$ cat src/rtl/vector_sub_pipe.sv
// Purpose : N-lane unsigned vector subtractor a[i] = y[i] - b[i] (mod 2^W), two-stage pipeline.
// Latency : vector accepted at edge k is visible at the output after edge k+1.
// Backpr. : valid/ready, 2-deep; in_ready is combinational from out_ready so a full pipe drains and refills at one edge.
//
// Ports:
//   clock, reset      - rising-edge clock, asynchronous active-low reset
//   in_valid/in_ready - input handshake for y (minuend) and b (subtrahend) lanes
//   out_valid/out_ready - output handshake for a (difference) lanes
//   borrow            - per-lane borrow (y < b), only when VSUB_BORROW_EN is defined
//
// Optional feature macro: VSUB_BORROW_EN
module vector_sub_pipe #(
    parameter int W = 8,
    parameter int N = 4
) (
    input  logic         clock,
    input  logic         reset,
    input  logic         in_valid,
    output logic         in_ready,
    input  logic [W-1:0] y [N-1:0],
    input  logic [W-1:0] b [N-1:0],
    output logic         out_valid,
    input  logic         out_ready,
    output logic [W-1:0] a [N-1:0]
`ifdef VSUB_BORROW_EN
    ,
    output logic [N-1:0] borrow
`endif
);

    logic         s1_valid;
    logic         s2_valid;
    logic         s1_adv;
    logic         s2_adv;
    logic         s1_load;
    logic         s2_load;
    logic [W-1:0] y_r [N-1:0];
    logic [W-1:0] b_r [N-1:0];
    logic [W-1:0] a_r [N-1:0];

    // A stage may advance when it is empty or its contents leave this cycle.
    assign s2_adv   = !s2_valid || out_ready;
    assign s1_adv   = !s1_valid || s2_adv;
    assign in_ready = s1_adv;
    assign s1_load  = in_valid && s1_adv;
    assign s2_load  = s1_valid && s2_adv;

    // Stage 1: capture operands.
    always_ff @(posedge clock or negedge reset) begin
        if (!reset) begin
            s1_valid <= 1'b0;
            for (int i = 0; i < N; i++) begin
                y_r[i] <= '0;
                b_r[i] <= '0;
            end
        end else begin
            if (s1_adv) begin
                s1_valid <= in_valid;
            end
            if (s1_load) begin
                for (int i = 0; i < N; i++) begin
                    y_r[i] <= y[i];
                    b_r[i] <= b[i];
                end
            end
        end
    end

    // Stage 2: register the per-lane difference; lanes never interact.
    always_ff @(posedge clock or negedge reset) begin
        if (!reset) begin
            s2_valid <= 1'b0;
            for (int i = 0; i < N; i++) begin
                a_r[i] <= '0;
            end
        end else begin
            if (s2_adv) begin
                s2_valid <= s1_valid;
            end
            if (s2_load) begin
                for (int i = 0; i < N; i++) begin
                    a_r[i] <= y_r[i] - b_r[i];
                end
            end
        end
    end

`ifdef VSUB_BORROW_EN
    logic [N-1:0] borrow_r;

    always_ff @(posedge clock or negedge reset) begin
        if (!reset) begin
            borrow_r <= '0;
        end else if (s2_load) begin
            for (int i = 0; i < N; i++) begin
                borrow_r[i] <= (y_r[i] < b_r[i]);
            end
        end
    end

    assign borrow = borrow_r;
`endif

    assign out_valid = s2_valid;
    assign a         = a_r;

endmodule

$ cat config.mk
export PLATFORM = sky130hd
export DESIGN_NAME = vector_sub_pipe
export DESIGN_NICKNAME = d
export VERILOG_FILES = /design/src/rtl/vector_sub_pipe.sv
export SDC_FILE = /design/constraint.sdc
export NUM_CORES = 1
export LEC_CHECK = 0
export BUFFER_PORTS_ARGS = -buffer_cell sky130_fd_sc_hd__buf_2
export CORE_UTILIZATION = 55
export DETAILED_ROUTE_END_ITERATION = 6
export GPL_TIMING_DRIVEN = 1
export PLACE_DENSITY_LB_ADDON = 0.05
export SYNTH_ARGS = -nofsm -noshare
export SYNTH_HDL_FRONTEND = slang
export SYNTH_SLANG_ARGS = --single-unit
$ cat constraint.sdc
create_clock -name clock -period 2.2 [get_ports clock]
set_input_delay 0.22 -clock clock [delete_from_list [all_inputs] [get_ports clock]]
set_output_delay 0.22 -clock clock [all_outputs]
set_load 0.05 [all_outputs]
* Yosys cells after proc, flatten, opt, wreduce, memory -nomap -nowiden *
Index checks and enable logic that the tools add are counted.

word-level totals
  register bits = 98
  logic and storage cells = 24
  input port bits = 68

cells by class
  $add $sub $neg = 4
  reductions and logical operators = 6

operators by type and width
  cell               number
  subtractor 8 bit   4
  logical AND 1 bit  2
  zero test 1 bit    2
  logical OR 1 bit   2

* Depth between registers and ports, before layout *
Gate-level depths: netlist (run 1).

  depth after elaboration = 4
  depth in mapped cells = 8

* Worst setup path after synthesis (run 1) *
No wires, ideal clock.

  path type = flip-flop to flip-flop
  start point = reg s2_valid, in the netlist out_valid
  end point = reg b_r[0] (netlist bit)
  library setup time = 0.125 ns
  data arrival time = 2.132 ns
  buffers on the path = 2
  cell stages (with the launch flop) = 7
  setup slack = -0.057 ns
  cell sequence = dfrtp_1 > nor2b_1 > buf_2 > nand2_1 > nand2_2 > buf_4 > mux2_2

between the ends
  longest elaborated chain between the ends = 4

RTL lines
  item                            line  RTL
  start: declaration              32    logic s2_valid;
  start signal: assignment        78    s2_valid <= s1_valid;
  zero test 1 bit                 42    assign s2_adv = !s2_valid || out_ready;
  logical OR 1 bit                42
  logical OR 1 bit                43    assign s1_adv = !s1_valid || s2_adv;
  named net in_ready              19    output logic in_ready,
  logical AND 1 bit               45    assign s1_load = in_valid && s1_adv;
  end signal: indexed assignment  63    b_r[i] <= b[i];
  end: declaration                38    logic [W-1:0] b_r [N-1:0];

The timed path passes the listed nets, and every way through them passes these cells.
A chain may end at the register's enable or synchronous reset.

* Worst setup path in the final report (run 1) *
  start point = reg y_r[28] (netlist bit)
  end point = reg a_r, in the netlist a[31]

between the ends
  longest elaborated chain between the ends = 1

RTL lines
  item                              line  RTL
  start: declaration                37    logic [W-1:0] y_r [N-1:0];
  start signal: indexed assignment  62    y_r[i] <= y[i];
  subtractor 8 bit                  82    a_r[i] <= y_r[i] - b_r[i];
  end signal: indexed assignment    82
  end: declaration                  39    logic [W-1:0] a_r [N-1:0];

Every way passes these cells.

==> results.py, run 1 <==
metrics = {
    "run_status": {
        "outcome": "finished clean",
    },
    "routing": {
        "post-route-drc-count": 0,
        "ant_nets": 0,
        "postRouteWirelength_um": 10600,
        "drtIter0Drc": 124,
        "first_pass_iters": 4,
        "vias_per_cell": 5.66,
        "dr_total_vias": 3892,
        "avgRoutedWirePerCell_um": 15.4,
    },
    "power_and_ir_drop": {
        "p_per_area_nw_per_um2": 1080,
        "power_leakage_nw": 2.90,
        "worst_ir_drop_vdd_v": 0.000440,
    },
    "cells_and_area": {
        "drive_gt1_share_pct": 35.2,
        "insertedDiodeCount": 0,
        "fin_area_um2": 6050,
        "final_nets": 673,
        "nFillCells": 780,
        "area_delta_synth_final_pct": 16.6,
    },
    "clocking": {
        "cts_resized": 0,
        "cts_tree": "done",
        "cts.sinks": 98,
        "cts-root-buf": "clkbuf_8",
        "clk_pin_slew_ns": 0.09,
        "clock_path_buffers": 2,
        "htree_levels": 3,
        "clock_insertion_delay_worst_skew_ns": 0.37,
        "cts_buffers": 9,
    },
    "sta": {
        "maxSlewViolCount": 0,
        "rsz0062_at_grt": "no",
        "finalCritPeriodShare_pct": 91.6,
        "fin_ws_ns": 0.185,
        "final-setup-viol-count": 0,
        "fmax_mhz": 496,
        "hold_violations": 0,
        "layout_min_cycle_time_ns": 2.01,
        "relSlewSlack_pct": 66.0,
        "tns_ns": 0,
        "fin_worst_skew_ns": 0.0111,
        "worst_slew_pin_slew_ns": 0.509,
    },
    "global_routing": {
        "globalRouteTotalUtil_pct": 22.6,
        "grt_pass1_vias": 3817,
        "gr-total-overflow": 0,
        "grt_pass1_wl_um": 17600,
        "grt_max_degree": 46,
        "antenna_found_initial": 0,
    },
    "min_path": {
        "hold_class": "in -> reg",
    },
    "placed_design": {
        "routabilityCongestion": 0.842,
        "place_ws_ns": 0.212,
        "port_buffers": 101,
        "placement.cell_area_um2": 5870,
        "dp_hpwl_um": 7870,
    },
    "synthesis": {
        "ys_seq_area_share_pct": 47.3,
        "synth_top_area_share_pct": 47.3,
        "yosys-top-cells-area": "dfrtp_1, mux2_2, ha_1",
        "synth_warnings": 0,
        "synth_edf_count": 0,
        "synth_nets": 567,
        "synth-seq-cells": 98,
        "netlist_instances": 467,
        "avgSynthCellArea_um2": 11.1,
        "yosys-top-cells-count": "dfrtp_1, mux2_2, inv_1, nand2_1, o21ai_0",
        "synth_cell_types": 35,
        "syn_area_um2": 5190,
        "yosys.area.top_type": "dfrtp_1",
        "synth_flop_cell": "dfrtp_1",
        "yosysMostFrequentCell": "dfrtp_1",
        "synthArstFlopShare_pct": 100,
    },
    "setup_path": {
        "cp.required_ns": 2.50,
        "critPathMaxStageDelay_ns": 0.43,
        "critical_path_class": "reg -> reg",
        "cp.arrival_ns": 2.31,
        "path_cells": "ha_1, a211o_1, a2111o_1, or3_1, nand3_1",
        "cp-end-kind": "flip-flop",
        "worst_path_max_delay_cell": "a2111o_1",
        "crit_fanout": 6,
        "start_kind": "flip-flop",
    },
    "floorplan": {
        "die_area_um2": 9820,
        "start_util_pct": 56.4,
        "num_rows": 35,
        "fp.dieH_um": 99.1,
        "io_pins": 102,
        "die-width_um": 99.1,
        "coreArea_um2": 9200,
    },
    "flow_run": {
        "maxCapViolCount": 0,
    },
}
registers in the layout, indices dropped and copies added (netlist names):
| signal | cells |
|---|---|
| s1_valid | 1 |
| b_r | 32 |
| out_valid | 1 |
| y_r | 32 |
| a | 32 |
area by class of cell:
cell class              instances  area, µm²  share of cell area [%]
flip-flops and latches         98       2450                    40.6
clock inverters                 6       42.5                   0.704
well taps                     111        139                    2.30
repair buffers                113        651                    10.8
inverters                      42        158                    2.61
multi-input cells             309       2480                    41.0
clock buffers                   9        124                    2.05
critical path, delay by kind of cell, from the launching register on:
family | cells | cell delay, ns
flops | 1 | 0.40
simple gates | 2 | 0.41
compound gates | 2 | 0.77
fa+ha+maj | 1 | 0.39
layout by cell type (no fill, tap or decap), types with 5 or more instances in the layout:
master,netlist,layout
nand2_1,41,41
buf_2,6,100
nand3_1,15,15
o21ai_0,32,32
o2111ai_1,8,8
a21oi_1,8,8
xor2_1,8,8
mux2_2,65,65
ha_1,28,28
dfrtp_1,98,97
a211oi_1,12,12
or4_1,5,5
or3_1,5,5
nand2b_1,13,13
clkbuf_8,0,9
inv_1,41,41
nor2_1,8,8
nand4_1,10,10
a21o_1,8,8
buf_4,6,8
metrics by stage:
stage	hold slack (ns)	util (%)	cells	total power, mW
after floorplan	-0.0756	-	467	4.74
after global placement	0.225	63.8	672	5.42
after detailed placement	0.223	63.8	672	5.50
after CTS	0.0620	65.7	688	6.55
after global routing	0.0580	65.7	688	6.92
final	0.0720	65.7	688	6.51
routing by layer:
metal,wire length (µm),GRT usage (%)
met5,0,0
met2,5000,37.1
met3,423,4.22
met1,5010,30.3
met4,167,8.14
power breakdown:
group	total [mW]	internal, mW	switching, mW
Clock	1.05	0.407	0.644
Sequential	2.48	2.24	0.240
Combinational	2.98	1.01	1.97
Total	6.51	3.65	2.85
what timing repair did:
| action | 4_1_cts | 5_1_grt |
|---|---|---|
| endpoints found under the setup margin | 0 | 0 |
| setup buffers | 0 | 0 |
| endpoints found under the hold margin | 36 | 0 |
| hold buffers | 1 | 0 |
cells by family (layout without fill, tap and decap cells):
logic type / Yosys count / count (layout) / synth area share, %
flip-flops: 98 / 98 / 47.3
AND/OR/NAND/NOR: 103 / 103 / 9.96
AO/OA/AOI/OAI: 97 / 97 / 13.4
adder cells (fa/ha/maj): 32 / 32 / 8.30
buffers and inverters: 60 / 170 / 4.92
XOR/XNOR: 12 / 12 / 2.03
multiplexers: 65 / 65 / 14.1
worst paths after layout:
| check | from | to | slack (ns) | cells past startpoint |
|---|---|---|---|---|
| setup / recovery | y_r[28] | a[31] | 0.19 | 5 |
| hold / removal | in_valid | s1_valid | 0.07 | 2 |
| setup reg to reg | y_r[28] | a[31] | 0.19 | 5 |
| hold reg to reg | a[17] | a[17] | 0.48 | 2 |
| max in group asynchronous | reset | y_r[29] | 1.21 | 3 |
| min in group asynchronous | reset | a[18] | 0.35 | 2 |
No activity file was read; power rests on OpenSTA's default activity.
==> run 2, diff against run 1 <==
PLACE_DENSITY_LB_ADDON = 0.1   (was 0.05)
==> results.py, run 2 (synthesized netlist as in run 1, its figures left out) <==
metrics = {
    "cells_and_area": {
        "final_nets": 672,
        "insertedDiodeCount": 0,
        "area_delta_synth_final_pct": 17.5,
        "layout_commonest_cell": "buf_2",
        "stdcell_count": 688,
        "final_core_util_pct": 66.3,
        "fin_area_um2": 6090,
        "layout_common_cells": "buf_2, dfrtp_1, mux2_2",
        "drive_gt1_share_pct": 35.2,
    },
    "setup_path": {
        "path_cells": "ha_1, a211o_1, a2111o_1, or3_1, nand3_1",
        "critical_path_class": "reg -> reg",
        "worst_path_max_delay_cell": "a2111o_1",
        "crit_cells": 5,
        "r2r_cells": 5,
        "r2r_end": "a[7]",
        "critical_path.top_delay_family": "compound AO/OA/AOI/OAI gates",
        "start_kind": "flip-flop",
        "r2r_start": "y_r[4]",
        "cp.required_ns": 2.50,
        "cp.arrival_ns": 2.31,
        "crit_buf_inv": 0,
        "crit_fanout": 6,
        "cp-end-kind": "flip-flop",
        "critPathMaxStageDelay_ns": 0.43,
        "rrSetupSlack_ns": 0.19,
    },
    "sta": {
        "worst_slew_pin_slew_ns": 0.538,
        "fin_worst_skew_ns": 0.00816,
        "fin_ws_ns": 0.190,
        "hold_violations": 0,
        "finalCritPeriodShare_pct": 91.4,
        "hold_ws_ns": 0.0660,
        "final-setup-viol-count": 0,
        "maxSlewViolCount": 0,
        "fmax_mhz": 497,
        "relSlewSlack_pct": 64.2,
        "tns_ns": 0,
        "layout_min_cycle_time_ns": 2.01,
        "rsz0062_at_grt": "no",
    },
    "min_path": {
        "hold_end": "s1_valid",
        "hp-start": "in_valid",
        "hold_class": "in -> reg",
        "min_path_cells": 2,
    },
    "routing": {
        "post-route-drc-count": 0,
        "avgRoutedWirePerCell_um": 15.8,
        "dr_total_vias": 3918,
        "drtIter0Drc": 120,
        "postRouteWirelength_um": 10800,
        "ant_nets": 0,
        "vias_per_cell": 5.69,
        "first_pass_iters": 4,
    },
    "floorplan": {
        "start_util_pct": 56.4,
        "die-width_um": 99.1,
        "die_area_um2": 9820,
        "num_rows": 35,
        "coreArea_um2": 9200,
        "io_pins": 102,
        "fp.dieH_um": 99.1,
    },
    "global_routing": {
        "grt_pass1_vias": 3947,
        "antenna_found_initial": 0,
        "grt_pass1_wl_um": 18300,
        "globalRouteTotalUtil_pct": 23.5,
        "grt_max_degree": 45,
        "gr-total-overflow": 0,
    },
    "flow_run": {
        "maxCapViolCount": 0,
    },
    "run_status": {
        "outcome": "finished clean",
    },
    "clocking": {
        "cts_resized": 0,
        "cts.sinks": 98,
        "cts_tree": "done",
        "clock_path_buffers": 2,
        "htree_levels": 3,
        "clk_pin_slew_ns": 0.10,
        "cts_buffers": 9,
        "cts-root-buf": "clkbuf_8",
        "clock_insertion_delay_worst_skew_ns": 0.37,
    },
    "placed_design": {
        "port_buffers": 101,
        "routabilityCongestion": 0.846,
        "placed_cells": 671,
        "placement.cell_area_um2": 5850,
        "dp_hpwl_um": 7940,
        "place_ws_ns": 0.201,
    },
    "power_and_ir_drop": {
        "worst_ir_drop_vdd_v": 0.000593,
        "p_per_area_nw_per_um2": 1120,
        "p_total_mw": 6.81,
        "power_leakage_nw": 2.93,
    },
}
## run 2: worst register-to-register path, cell delays in order, from the launching register on
cell and delay (ns):
dfrtp_1 0.40, ha_1 0.38, a211o_1 0.33, a2111o_1 0.43, or3_1 0.32, nand3_1 0.09
## run 2: final cells by class
cell class | count | area, µm²
clock inverter | 6 | 96.3
timing repair buffer | 112 | 631
inverter | 42 | 158
tap | 111 | 139
clock buffer | 10 | 138
multi-input combinational | 309 | 2480
sequential | 98 | 2450
fill | 746 | 3100
## run 2: worst max-delay path by stage
stage / start / to / slack (ns)
after floorplan: out_valid / b_r[0] / 0.08
after global placement: y_r[28] / a[31] / 0.28
after detailed placement: y_r[12] / a[15] / 0.20
after CTS: y_r[12] / a[15] / 0.19
after global routing: b_r[12] / a[15] / 0.10
final: y_r[4] / a[7] / 0.19
## run 2: timing repair
item / in CTS / in global routing
setup buffers: 0 / 0
hold buffers: 1 / 0
hold endpoints to repair: 38 / 0
## run 2: power breakdown
group / total, mW / switching [mW] / leakage [nW] / internal, mW
logic: 2.99 / 1.98 / 1.66 / 1.01
registers: 2.48 / 0.240 / 1.16 / 2.24
clock network: 1.34 / 0.654 / 0.115 / 0.685
## run 2: metal layers
layer / global-route usage (%) / vias up / share of wire [%]
li1: - / 1893 / -
met1: 30.7 / 1901 / 45
met2: 39.6 / 107 / 49
met3: 4.57 / 17 / 4.2
met4: 8.03 / 0 / 1.8
met5: 0 / - / 0
==> run 3, diff against run 2 <==
clock period = 2.5 ns   (was 2.2 ns; I/O delays follow)
==> results.py, run 3 (synthesized netlist as in run 1, its figures left out) <==
metrics = {
    "floorplan": {
        "coreArea_um2": 9200,
        "start_util_pct": 56.4,
        "die-width_um": 99.1,
        "io_pins": 102,
        "num_rows": 35,
        "fp.dieH_um": 99.1,
        "die_area_um2": 9820,
    },
    "sta": {
        "maxSlewViolCount": 0,
        "finalCritPeriodShare_pct": 81.4,
        "layout_min_cycle_time_ns": 2.04,
        "tns_ns": 0,
        "relSlewSlack_pct": 64.9,
        "fmax_mhz": 491,
        "rsz0062_at_grt": "no",
        "fin_worst_skew_ns": 0.0124,
        "worst_slew_pin_slew_ns": 0.526,
        "hold_violations": 0,
        "final-setup-viol-count": 0,
    },
    "power_and_ir_drop": {
        "worst_ir_drop_vdd_v": 0.000420,
        "p_per_area_nw_per_um2": 974,
        "power_leakage_nw": 2.91,
        "p_total_mw": 5.89,
    },
    "setup_path": {
        "cp.arrival_ns": 2.33,
        "start_kind": "flip-flop",
        "crit_fanout": 6,
        "cp-end-kind": "flip-flop",
        "critical_path_class": "reg -> reg",
        "cp.required_ns": 2.79,
    },
    "cells_and_area": {
        "seqCellArea_um2": 2450,
        "area_delta_synth_final_pct": 16.7,
        "insertedDiodeCount": 0,
        "nFillCells": 736,
        "drive_gt1_share_pct": 34.9,
        "final_core_util_pct": 65.8,
        "layout_commonest_cell": "buf_2",
        "multiInputGateArea_um2": 2480,
        "layout_common_cells": "buf_2, dfrtp_1, mux2_2",
        "final_nets": 671,
    },
    "clocking": {
        "cts_buffers": 9,
        "clock_path_buffers": 2,
        "cts_tree": "done",
        "clock_insertion_delay_worst_skew_ns": 0.36,
        "cts-root-buf": "clkbuf_8",
        "cts.sinks": 98,
        "clk_pin_slew_ns": 0.10,
        "htree_levels": 3,
        "postCtsSetupBuffers": 0,
    },
    "global_routing": {
        "grt_max_degree": 49,
        "gr-total-overflow": 0,
        "grt_pass1_vias": 3858,
        "antenna_found_initial": 0,
        "globalRouteTotalUtil_pct": 23.1,
        "grt_pass1_wl_um": 18100,
    },
    "routing": {
        "avgRoutedWirePerCell_um": 15.6,
        "post-route-drc-count": 0,
        "drtIter0Drc": 150,
        "vias_per_cell": 5.60,
        "first_pass_iters": 4,
        "ant_nets": 0,
        "dr_total_vias": 3845,
        "postRouteWirelength_um": 10700,
    },
    "run_status": {
        "outcome": "finished clean",
    },
    "flow_run": {
        "maxCapViolCount": 0,
    },
    "min_path": {
        "hold_class": "in -> reg",
    },
    "placed_design": {
        "routabilityCongestion": 0.868,
        "port_buffers": 101,
        "dp_hpwl_um": 7840,
    },
}
## run 3: cell count changes in the layout (fill, tap and decap cells not counted), sizes merged
cell      change
clkinv        +2
bufinv        -1
clkinvlp      -1
buf           -1
clkbuf        +1
inv           -1
## run 3: path summary, 6_finish.rpt
kind / from / endpoint / slack [ns] / depth (start not counted)
min in group asynchronous: reset / b_r[18] / 0.35 / 2
worst max-delay path: y_r[4] / a[7] / 0.46 / 5
worst min register to register: a[1] / a[1] / 0.48 / 2
max in group asynchronous: reset / a[30] / 1.49 / 3
worst min-delay path: b[8] / b_r[8] / 0.11 / 2
worst max register to register: y_r[4] / a[7] / 0.46 / 5
## run 3: per-layer routing
layer	up-vias	wire (µm)	GRT usage, %
met1	1869	4900	30.7
met2	82	5280	39.1
met3	14	429	4.71
met5	-	0	0
met4	0	123	5.88
li1	1880	-	-
## run 3: power breakdown
group,switching [mW],internal (mW)
combinational,1.74,0.880
clock,0.572,0.524
sequential,0.210,1.97
## run 3: repair_timing
| action | CTS | global route |
|---|---|---|
| hold endpoints to repair | 27 | 0 |
| resized for setup | 0 | 0 |
| hold buffers | 1 | 0 |
## run 3: layout make-up
type | instances | share of cell area, %
clock buffer | 11 | 2.50
clock inverter | 5 | 1.01
inverter | 42 | 2.61
tap | 111 | 2.30
timing repair buffer | 111 | 10.1
multi-input combinational | 309 | 41.0
sequential | 98 | 40.5
## run 3: per-stage QoR
| stage | hold slack (ns) | cells | cell area [µm²] | worst slack (ns) |
|---|---|---|---|---|
| 2_1_floorplan | -0.0456 | 467 | 5190 | 0.243 |
| 3_3_place_gp | 0.194 | 670 | 5830 | 0.583 |
| 3_5_place_dp | 0.206 | 670 | 5830 | 0.511 |
| 4_1_cts | 0.102 | 687 | 6050 | 0.480 |
| 5_1_grt | 0.0942 | 687 | 6050 | 0.360 |
| 6_report | 0.107 | 687 | 6050 | 0.464 |
## run 3: critical path, cell delays in order, from the launching register on
cell,delay (ns)
dfrtp_1,0.40
ha_1,0.38
a211o_1,0.34
a2111o_1,0.43
or3_1,0.33
nand3_1,0.09
